`config.mk`:
```
export PLATFORM = sky130hd
export DESIGN_NAME = hood_mode_fsm
export DESIGN_NICKNAME = d
export VERILOG_FILES = /design/src/rtl/hood_mode_fsm_pkg.sv /design/src/rtl/hood_mode_fsm_button_edge_detect.sv /design/src/rtl/hood_mode_fsm.sv
export SDC_FILE = /design/constraint.sdc
export NUM_CORES = 1
export LEC_CHECK = 0
export ABC_AREA = 1
export ABC_CLOCK_PERIOD_IN_PS = 3060
export CORE_UTILIZATION = 60
export DETAILED_ROUTE_END_ITERATION = 8
export PLACE_DENSITY = 0.83
export SLEW_MARGIN = 20
export SYNTH_ARGS = -nofsm -noshare
export SYNTH_HDL_FRONTEND = slang
export SYNTH_SLANG_ARGS = --single-unit
```
`constraint.sdc`:
```
create_clock -name clk -period 3.06 [get_ports clk]
set_input_delay 0.306 -clock clk [delete_from_list [all_inputs] [get_ports clk]]
set_output_delay 0.306 -clock clk [all_outputs]
set_load 0.03 [all_outputs]
```
`src/rtl/hood_mode_fsm_pkg.sv`:
```
// Shared mode encodings and the mode enum for the exhaust-hood control slice.
// Macros: `MODE_WIDTH and the `*_MODE codes are the single source of the mode
// encoding for every per-mode controller; the package wraps them in mode_t.
`ifndef HOOD_PARAMETERS_VH
`define HOOD_PARAMETERS_VH
`define MODE_WIDTH  3
`define OFF_MODE    3'd0
`define STAND_MODE  3'd1
`define FIRST_MODE  3'd2
`define SECOND_MODE 3'd3
`define THIRD_MODE  3'd4
`endif

package hood_mode_fsm_pkg;

  typedef enum logic [`MODE_WIDTH-1:0] {
    MODE_OFF    = `OFF_MODE,
    MODE_STAND  = `STAND_MODE,
    MODE_FIRST  = `FIRST_MODE,
    MODE_SECOND = `SECOND_MODE,
    MODE_THIRD  = `THIRD_MODE
  } mode_t;

endpackage

```
`src/rtl/hood_mode_fsm_button_edge_detect.sv`:
```
// Rising-edge (press) detector for one debounced panel key.
// Ports: clk, rstn (async active-low), btn (debounced level), press (combinational
// btn & ~history). History resets to 1 so a key held through reset gives no press.
module button_edge_detect (
  input  logic clk,
  input  logic rstn,
  input  logic btn,
  output logic press
);

  logic btn_d;

  always_ff @(posedge clk or negedge rstn) begin
    if (!rstn) btn_d <= 1'b1;
    else       btn_d <= btn;
  end

  assign press = btn & ~btn_d;

endmodule

```
`src/rtl/hood_mode_fsm.sv`:
```
// Central mode register of the exhaust hood; sole driver of current_mode.
// Ports: clk, rstn (async active-low), five debounced key levels, the third-mode
// expiry level; registered current_mode, menu_active, third_used, mode_changed.
// Optional macro HURRICANE_ONCE_EN: THIRD may be entered only once per power cycle.
module hood_mode_fsm
  import hood_mode_fsm_pkg::*;
#(
  parameter int MENU_TIMEOUT_CYCLES = 500_000_000
) (
  input  logic                   clk,
  input  logic                   rstn,
  input  logic                   power_btn,
  input  logic                   menu_btn,
  input  logic                   first_btn,
  input  logic                   second_btn,
  input  logic                   third_btn,
  input  logic                   stand_from_third_toggle,
  output logic [`MODE_WIDTH-1:0] current_mode,
  output logic                   menu_active,
  output logic                   third_used,
  output logic                   mode_changed
);

  localparam int CNT_W = (MENU_TIMEOUT_CYCLES > 2) ? $clog2(MENU_TIMEOUT_CYCLES) : 1;
  localparam logic [CNT_W-1:0] CNT_LAST = CNT_W'(MENU_TIMEOUT_CYCLES - 1);

  logic power_press, menu_press, first_press, second_press, third_press;

  button_edge_detect u_power  (.clk(clk), .rstn(rstn), .btn(power_btn),  .press(power_press));
  button_edge_detect u_menu   (.clk(clk), .rstn(rstn), .btn(menu_btn),   .press(menu_press));
  button_edge_detect u_first  (.clk(clk), .rstn(rstn), .btn(first_btn),  .press(first_press));
  button_edge_detect u_second (.clk(clk), .rstn(rstn), .btn(second_btn), .press(second_press));
  button_edge_detect u_third  (.clk(clk), .rstn(rstn), .btn(third_btn),  .press(third_press));

  mode_t            mode, nxt_mode;
  logic [CNT_W-1:0] menu_cnt, nxt_cnt;
  logic             nxt_menu, nxt_third_used, third_ok;

`ifdef HURRICANE_ONCE_EN
  // A blocked third press is simply not an applicable event, so the menu stays open.
  assign third_ok = ~third_used;
`else
  assign third_ok = 1'b1;
`endif

  always_comb begin
    nxt_mode = mode;
    nxt_menu = menu_active;
    nxt_cnt  = menu_cnt;

    // Menu window ageing; any event below overrides it.
    if (menu_active) begin
      if (menu_cnt == CNT_LAST) begin
        nxt_menu = 1'b0;
        nxt_cnt  = '0;
      end else begin
        nxt_cnt = menu_cnt + 1'b1;
      end
    end

    // Priority: power > stand request > menu > third > second > first.
    unique case (mode)
      MODE_OFF: begin
        if (power_press) nxt_mode = MODE_STAND;
      end
      MODE_STAND: begin
        if (power_press) begin
          nxt_mode = MODE_OFF;
        end else if (menu_press) begin
          nxt_menu = 1'b1;
          nxt_cnt  = '0;
        end else if (menu_active) begin
          if (third_press && third_ok) nxt_mode = MODE_THIRD;
          else if (second_press)       nxt_mode = MODE_SECOND;
          else if (first_press)        nxt_mode = MODE_FIRST;
        end
      end
      MODE_FIRST: begin
        if (power_press)       nxt_mode = MODE_OFF;
        else if (menu_press)   nxt_mode = MODE_STAND;
        else if (second_press) nxt_mode = MODE_SECOND;
      end
      MODE_SECOND: begin
        if (power_press)      nxt_mode = MODE_OFF;
        else if (menu_press)  nxt_mode = MODE_STAND;
        else if (first_press) nxt_mode = MODE_FIRST;
      end
      MODE_THIRD: begin
        if (power_press)                  nxt_mode = MODE_OFF;
        else if (stand_from_third_toggle) nxt_mode = MODE_STAND;
      end
      default: nxt_mode = MODE_OFF;
    endcase

    // The menu window only exists in STANDBY; covers OFF entry and speed selection.
    if (nxt_mode != MODE_STAND) begin
      nxt_menu = 1'b0;
      nxt_cnt  = '0;
    end

    nxt_third_used = third_used;
    if (nxt_mode == MODE_THIRD && mode != MODE_THIRD) nxt_third_used = 1'b1;
    if (nxt_mode == MODE_OFF && mode != MODE_OFF)     nxt_third_used = 1'b0;
  end

  always_ff @(posedge clk or negedge rstn) begin
    if (!rstn) begin
      mode         <= MODE_OFF;
      menu_active  <= 1'b0;
      menu_cnt     <= '0;
      third_used   <= 1'b0;
      mode_changed <= 1'b0;
    end else begin
      mode         <= nxt_mode;
      menu_active  <= nxt_menu;
      menu_cnt     <= nxt_cnt;
      third_used   <= nxt_third_used;
      mode_changed <= (nxt_mode != mode);
    end
  end

  assign current_mode = mode;

endmodule

```
* Word level (Yosys, flattened, before mapping)
Cells that the tools add are included.
Word-level totals: word-level logic and storage cells 65, bits in registers 40, output and inout port bits 6, memory bits (read-only) 0, memories 0, bits of input ports 8, latch bits 0, memory bits (writable) 0
Operators by class: add/sub/neg operators 1, reduce and logical (&&, ||, !) cells 6, equal/unequal tests 9, bitwise logic cells 10, magnitude comparators 0, shift-type cells 0, multipliers 0, div/mod/pow operators 0, mux-type cells 29
Operators with widths (number):
- $mux 29 | 6
- $mux 3 | 14
- $add 29x1->29 const B | 1
- $eq 29x29->1 const B | 1
- $pmux 3 s5 | 1
- $mux 1 | 8
- $eq 3x2->1 const B | 2
- $eq 3x3->1 const B | 2
- $logic_not 3->1 | 2
- $and 1x1->1 | 5
- $not 1->1 | 5
- $eq 3x1->1 const B | 1
- $ne 3x1->1 const B | 1
- $ne 3x3->1 | 1
- $ne 3x3->1 const B | 1
- $reduce_bool 3->1 | 1
- $logic_and 1x1->1 | 2
- $reduce_bool 2->1 | 1

* Longest topological paths before layout
Gate-level depths: netlist of the first run.
word-level depth 13, gate-level depth with buffers 12, mapped depth without buffers 12

* Modules after synthesis
Synthesis of the first run repeated with hierarchy kept, for this count alone.
Second synthesis, totals: cell total of the unflattened synthesis 395, area total of the unflattened synthesis 2685.1 µm²
By module, submodules not included:
- hood_mode_fsm | seq. area each 875.8 µm², instances 1, area each 2503.7 µm², cells an instance 380
- button_edge_detect | seq. area each 26.3 µm², instances 5, area each 36.3 µm², cells an instance 3

* Least setup slack after synthesis of the first run
No wires, ideal clock.
path type flip-flop to flip-flop, start point register mode[0], in the netlist current_mode[0], end point register menu_cnt[12], path slack 1.349 ns, buffers on the path 1, library setup time 0.129 ns, arrival 1.582 ns, stages on the path, launching flop included 9, required time 2.931 ns, clock period less this slack 1.711 ns, path through dfrtp_1 -> inv_2 -> nor3_4 -> nand2_1 -> o21ai_1 -> nand2_2 -> nand3_4 -> buf_6 -> nor3_1
On the way: longest elaborated chain between the ends 9, elaborated cells between the ends (all ways) 23, those cells by class eq/ne: 5; mux: 17; reduce/logical: 1
RTL lines:
- from (decl) | line hood_mode_fsm.sv:35 | mode_t mode, nxt_mode;
- from (signal assigned) | line hood_mode_fsm.sv:114 | mode <= nxt_mode;
- $mux 3 | line hood_mode_fsm.sv:75, hood_mode_fsm.sv:86
- $mux 3 | line hood_mode_fsm.sv:74 | else if (second_press) nxt_mode = MODE_SECOND;
- $mux 3 | line hood_mode_fsm.sv:73 | if (third_press && third_ok) nxt_mode = MODE_THIRD;
- $mux 3 | line hood_mode_fsm.sv:72 | end else if (menu_active) begin
- $mux 3 | line hood_mode_fsm.sv:69 | end else if (menu_press) begin
- $mux 3 | line hood_mode_fsm.sv:67 | if (power_press) begin
- $pmux 3 s5 | line hood_mode_fsm.sv:62 | unique case (mode)
- $ne 3x1->1 | line hood_mode_fsm.sv:96 | if (nxt_mode != MODE_STAND) begin
- $mux 29 * | line hood_mode_fsm.sv:96
- named net nxt_cnt[12] | line hood_mode_fsm.sv:36 | logic [CNT_W-1:0] menu_cnt, nxt_cnt;
- to (signal assigned) | line hood_mode_fsm.sv:116 | menu_cnt <= nxt_cnt;
- to (decl) | line hood_mode_fsm.sv:36
Mark *: on every way through the listed nets, which the timed path passes. The rest lies on a longest branch. A chain may end at the register's enable or synchronous reset.

* Final worst setup path of the first run
start point register mode[2], in the netlist current_mode[2], end point output current_mode[2]
RTL lines:
- to (decl) | line hood_mode_fsm.sv:18 | output logic [`MODE_WIDTH-1:0] current_mode,
No word-level cell between the ends.

==> results.md, run 1 <==
* Final worst path period need at 2.03 ns
* Routed wire length per instance at 13.9 um
* Rows at 23
* Total negative slack at 0 ns
* Crit path arrival time at 1.72 ns
* Synth top area share at 33.4%
* Syn nets at 385
* Power, Total at 1.05 mW
* First-pass DRT Iterations at 4
* Final HPWL DP at 4.40 mm
* Reg power frac at 52.8%
* Synth-to-Final Area Change at 8.77%
* Boundary pin count at 14
* Met2 wire length at 2.83 mm
* CP bufs+invs at 1
* Synth top area cells: dfrtp_1 33%, nand2_1 14%, nand3_1 7.4%, inv_1 7.1%, nor2_1 6.3%
* Final period util at 66.3%
* Delay-heaviest family, CP: buffers and inverters
* Tightest Pin Transition at 0.888 ns
* Layout cells sized above 1 at 8.95%
* Clock sinks at 40
* PD cells at 367 nW/um^2
* Core Area at 4090 um^2
* ANT nets after route at 0
* Critical path's slowest cell: clkdlybuf4s50_1
* Switch share at 27.1%
* YS warnings at 0
* DR vias at 2,500
* Largest family of logic cells by synthesized area: simple AND/OR/NAND/NOR gates
* DR top layer: met4
* Cell Area, Synth at 2630 um^2
* Initial DRC Count at 171
* LEAKAGE at 1.25 nW
* Vias per cell at 5.67
* Synth area leader: dfrtp_1
* Clk_skew at 0.00686 ns
* Synthesized flop and latch total at 40
* Synthesized-area fraction occupied by adder cells at 0.477%
* FMAX at 493 MHz
* Clk pwr share at 34.8%
* CTS clk-pin slew, worst paths at 0.08 ns
* GRT Total Usage at 30.1%
* Seq/Total Area, Yosys at 38.4%
* Total clock buffers created by CTS at 5
* Die height at 68.1 um
* Max-Cap Viols at 0
* Netlist cell types at 32
* Comb pwr share at 12.4%
* CP Class: flip-flop to output pin
* Diodes inserted at 0
* Final WL at 6.11 mm
* IO buf count at 13
* Worst-path maximum fanout at 14
* Final Max Tran Viols at 0
* Number of instances in the placed design at 433
* First-pass GRT wire length at 10.2 mm
* Non-filler cells in the finished layout at 441
* Slowest stage delay, CP at 0.77 ns
* Outcome: completed
* Final net count at 399
* Switch Pwr at 284 uW
* Simple-gate portion of the synthesized area at 43.7%
* WL met1 at 2.86 mm
* Area fraction in compound gates after synthesis at 4.91%
* Final Hold Fails at 0
* CP Capture Type: output pin
* Die area at 4640 um^2
* Int Power at 763 uW
* Initial antenna violation count at 0
* Max H-tree Level at 2
* DR DRC count at 0
* Clock Latency Late Sink at 0.30 ns
* CTS Hold Bufs at 0
* Crit-path cells: clkdlybuf4s50_1
* Synth Area per Inst at 6.98 um^2
* CP Data Required Time at 2.75 ns
* Mux cell area share after synthesis at 0%
* Largest net degree at the start of global routing at 41
* XOR/XNOR share of the synthesized area at 2.67%
* Post-synthesis cell count at 376
* Commonest non-fill, non-tap cell in the layout: nand2_1
* RSZ-0062 raised after global routing: no
* Setup violators final at 0
* CTS tree: built
* Initial core utilization at 64.2%
* Clock Tree Root: clkbuf_8
* Met3 Wirelength at 329 um
* Clock Path Buffers at 2
* Peak supply drop at 266 uV
* Most frequent cells in the layout: 100 x nand2_1, 50 x inv_1, 44 x nor2_1
* Rel. slew slack at 40.8%
* GP Congestion at 0.962
* Worst Hold Class: input pin to asynchronous set/reset pin
* Die Span X at 68.1 um
* Vias in the first global route at 2,376
* CTS resizes at 0
* CP startpoint kind: flip-flop
* GRT Residual Overflow at 0
* # Post-CTS Setup Buffers at 0
[power by group through the flow]
stage / Combinational (mW) / Sequential, mW / Clock (mW)
2_1_floorplan: 0.0657 / 0.579 / 0
3_3_place_gp: 0.127 / 0.562 / 0
3_5_place_dp: 0.130 / 0.562 / 0
4_1_cts: 0.131 / 0.553 / 0.376
5_1_grt: 0.143 / 0.554 / 0.387
6_report: 0.130 / 0.553 / 0.365
[layout make-up]
type                            count  area (um^2)
Multi-Input combinational cell    275         1360
Timing Repair Buffer               14          133
Clock buffer                        6         82.6
Clock inverter                      2         10.0
Fill cell                         363         1230
Sequential cell                    40         1010
Inverter                           54          203
Tap cell                           50         62.6
[kinds of logic after synthesis]
kind of cell | count (synthesis)
flip-flops | 40
adder cells (fa/ha/maj) | 1
XOR/XNOR | 8
AO/OA/AOI/OAI | 20
buffers and inverters | 61
AND/OR/NAND/NOR | 246
[cell usage after synthesis]
cell type	count
dfstp_2	5
clkbuf_1	2
a21o_1	1
a21oi_2	1
o21ai_1	1
nand3_1	39
dfrtp_1	35
a31oi_1	1
nor3_4	2
nand2_2	3
o21ai_2	1
o2111ai_1	1
nand4_1	19
inv_2	4
nor3_1	28
nand3b_1	2
o21a_1	1
nand4_2	1
nor3_2	3
ha_1	1
nand3_4	1
o21ai_0	7
o21bai_1	3
xor2_1	8
o311ai_0	1
a21oi_1	2
buf_2	1
buf_6	4
nor2_2	4
nand2_1	100
inv_1	50
nor2_1	44
[routing by layer]
metal  vias to the layer above  GRT usage, %
li1                       1255             -
met1                      1151          38.7
met2                        85          48.2
met3                         9          5.67
met4                         0          14.8
met5                         -             0
[worst paths after layout]
| kind | from | end | slack, ns | cells past startpoint |
|---|---|---|---|---|
| setup / recovery | current_mode[2] | current_mode[2] | 1.03 | 1 |
| hold / removal | rstn | menu_cnt[7] | 0.13 | 1 |
| setup reg to reg | u_menu.btn_d | menu_cnt[12] | 1.05 | 10 |
| hold reg to reg | third_used | third_used | 0.57 | 2 |
| max in group asynchronous | rstn | current_mode[1] | 2.37 | 1 |
| min in group clk | power_btn | u_power.btn_d | 0.43 | 1 |
[per-stage QoR]
step / cell area [um^2] / setup slack (ns) / hold WS [ns] / utilization (%)
final: 2860 / 1.03 / 0.128 / 69.9
after global placement: 2760 / 0.937 / 0.474 / 67.6
after global routing: 2860 / 0.870 / 0.225 / 69.9
after CTS: 2860 / 1.04 / 0.155 / 69.9
after floorplan: 2630 / 1.35 / 0.0104 / -
after detailed placement: 2760 / 0.794 / 0.480 / 67.6
[registers in the layout (all words and copies together), names as in the netlist]
register / flops
current_mode: 3
menu_active: 1
menu_cnt: 29
mode_changed: 1
third_used: 1
u_first.btn_d: 1
u_menu.btn_d: 1
u_power.btn_d: 1
u_second.btn_d: 1
u_third.btn_d: 1
No activity file was read; power rests on OpenSTA's default activity.
==> inputs of run 2 (changes only) <==
ABC_CLOCK_PERIOD_IN_PS = 1700   (was 3060)
CORE_UTILIZATION = 54   (was 60)
PLACE_DENSITY = 0.79   (was 0.83)
clock period = 1.7 ns   (was 3.06 ns; I/O delays follow)
==> run 2 against run 1 <==
  * Count of clock-buffer cells in the layout unchanged
  * Routed wire length grew 13%
  * Sequential share of layout area is 6.4 points lower
  * Power increased by 100%
  * Cell count increased by 11%
  * Flip-flop and latch count unchanged
  * Combinational power grew to 2.7 times the previous value
  * First-iteration DRC count up 1.2%
  * Hold slack improved by 0.17 ns
  * Clock power up 110%
  * Die area grew 11%
  * Critical path type is now flip-flop to flip-flop
==> results.md, run 2 (synthesis results as in run 1) <==
* Outcome: completed
* Commonest non-fill, non-tap cell in the layout: nand2_1
* Clock Tree Root: clkbuf_8
* Rel. slew slack at 68.9% (+28 points)
* Layout cells sized above 1 at 25.2% (+16 points)
* Tightest Pin Transition at 0.467 ns (-0.420 ns)
* RR Endpoint: menu_cnt[18]
* Power, Total at 2.12 mW (+100%)
* Largest net degree at the start of global routing at 22 (-46%)
* DR DRC count at 0 (unchanged)
* CP startpoint kind: flip-flop
* ANT nets after route at 0 (unchanged)
* First-pass GRT wire length at 11.0 mm (+7.2%)
* Initial antenna violation count at 0 (unchanged)
* Worst-path maximum fanout at 7 (-7)
* Max reg flops at 29 (unchanged)
* Max H-tree Level at 2 (unchanged)
* Crit path arrival time at 1.89 ns (+0.17 ns)
* GP Congestion at 0.952 (-1.0%)
* Max-Cap Viols at 0 (unchanged)
* Final net count at 444 (+11%)
* Total negative slack at 0 ns (unchanged)
* Util after Layout at 74.5% (+4.7 points)
* Initial DRC Count at 173 (+1.2%)
* Clock sinks at 40 (unchanged)
* GRT Residual Overflow at 0 (unchanged)
* Total clock buffers created by CTS at 5 (unchanged)
* Vias per cell at 5.58 (-1.6%)
* CP Class: flip-flop to flip-flop
* Core Area at 4690 um^2 (+15%)
* Clock Path Buffers at 2 (unchanged)
* Die Span X at 71.7 um (+5.2%)
* Final HPWL DP at 4.94 mm (+12%)
* Fillcell total at 348 (-4.1%)
* Most frequent cells in the layout: 97 x nand2_1, 49 x inv_1, 41 x buf_4
* Clock Latency Late Sink at 0.30 ns (about the same)
* First-pass DRT Iterations at 5 (+1)
* Die area at 5140 um^2 (+11%)
* Worst Hold Class: input pin to flip-flop
* CTS clk-pin slew, worst paths at 0.08 ns (about the same)
* Hold depth at 1
* R2r worst-path depth at 8 (-2)
* Post-route cell area at 3500 um^2 (+22%)
* Number of instances in the placed design at 473 (+9.2%)
* Vias in the first global route at 2,519 (+6.0%)
* Synth-to-Final Area Change at 33.2%
* Peak supply drop at 489 uV (+84%)
* Routed wire length per instance at 14.1 um (+1.8%)
* Final period util at 98.4%
* PD cells at 607 nW/um^2 (+65%)
* IO buf count at 13 (unchanged)
* Boundary pin count at 14 (unchanged)
* CTS tree: built
* Worst Hold Endpoint: u_second.btn_d
* Biggest register: menu_cnt
* Final worst path period need at 1.67 ns
* CP Data Required Time at 1.92 ns (-0.83 ns)
* Placed cell areas at 3090 um^2 (+12%)
* Worst R2R Setup Slack at 0.03 ns (-1.02 ns)
* DR vias at 2,733 (+9.3%)
* Worst hold start: second_btn
* FMAX at 598 MHz
* GRT Total Usage at 27.2% (-2.9 points)
* Final Hold Fails at 0 (unchanged)
* LEAKAGE at 1.58 nW (+26%)
* Final WL at 6.91 mm (+13%)
* CP Capture Type: flip-flop
* Clk_skew at 0.00535 ns (-0.00151 ns)
* Setup violators final at 0 (unchanged)
* Rows at 25 (+8.7%)
* Die height at 71.7 um (+5.2%)
* Worst flop-to-flop path startpoint: u_power.btn_d
* Non-filler cells in the finished layout at 490 (+11%)
* Final Max Tran Viols at 0 (unchanged)
* Initial core utilization at 55.9% (-8.3 points)
* RSZ-0062 raised after global routing: yes
* Diodes inserted at 0 (unchanged)
[run 2: cell types whose count changed in the layout (fill, tap and decap cells not counted), moves of 3 or more]
cell,change
nor2_4,+7
nor3_4,+6
clkdlybuf4s50_1,-4
nor2_2,-3
dfrtp_1,-3
nor3_1,-17
dfrtp_2,+3
dlygate4sd2_1,+3
buf_4,+40
nand2_1,-3
nor3_2,+11
nor2_1,-4
buf_12,+4
[run 2: critical path: stages, from the launching register on]
cell and delay [ns]:
dfstp_2 0.52, nor2_1 0.06, buf_4 0.15, a21oi_4 0.15
inv_1 0.11, o21ai_4 0.10, nand3_4 0.14, clkbuf_16 0.20
nor3_4 0.16
[run 2: metrics by stage]
stage | hold WS, ns | worst slack, ns
finish | 0.294 | 0.0280
global route | 0.300 | -0.0481
CTS | 0.295 | -0.0436
detailed placement | 0.151 | -0.139
global placement | 0.153 | -0.142
floorplan | -0.126 | 0.0265
[run 2: layout make-up]
cell class | count | area (um^2) | area share [%]
tap | 54 | 67.6 | 1.93
clock inverter | 2 | 35.0 | 1.00
inverter | 54 | 203 | 5.80
clock buffer | 6 | 72.6 | 2.08
timing repair buffer | 59 | 534 | 15.3
multi-input combinational | 275 | 1570 | 45.0
sequential | 40 | 1010 | 28.9
[run 2: worst max-delay path by stage]
stage	start	endpoint	depth (start not counted)	slack [ns]
3_5_place_dp	menu_btn	menu_cnt[12]	11	-0.14
6_report	u_power.btn_d	menu_cnt[18]	8	0.03
2_1_floorplan	current_mode[2]	menu_cnt[10]	9	0.03
5_1_grt	u_power.btn_d	menu_cnt[14]	8	-0.05
3_3_place_gp	menu_btn	menu_cnt[12]	11	-0.14
4_1_cts	menu_cnt[0]	menu_cnt[28]	8	-0.04
[run 2: where the power goes]
part	total [mW]	internal [mW]	switching, mW
Sequential	0.994	0.978	0.0153
Clock	0.783	0.436	0.347
Combinational	0.345	0.142	0.203
Total	2.12	1.56	0.566
[run 2: timing repair]
action | in CTS | in global routing
buffers inserted | 0 | 8
pin swaps | 0 | 6
gates resized for setup | 6 | 44
gates cloned | 0 | 1
hold buffers | 1 | 0
setup endpoints to repair | 12 | 31
endpoints found under the hold margin | 14 | 0
[run 2: layer usage]
metal | GRT usage [%] | part of all wire, % | vias up
met5 | 0 | 0 | -
met4 | 9.80 | 1.3 | 0
met3 | 4.50 | 5.5 | 9
met2 | 44.3 | 49 | 101
met1 | 36.5 | 44 | 1289
li1 | - | - | 1334
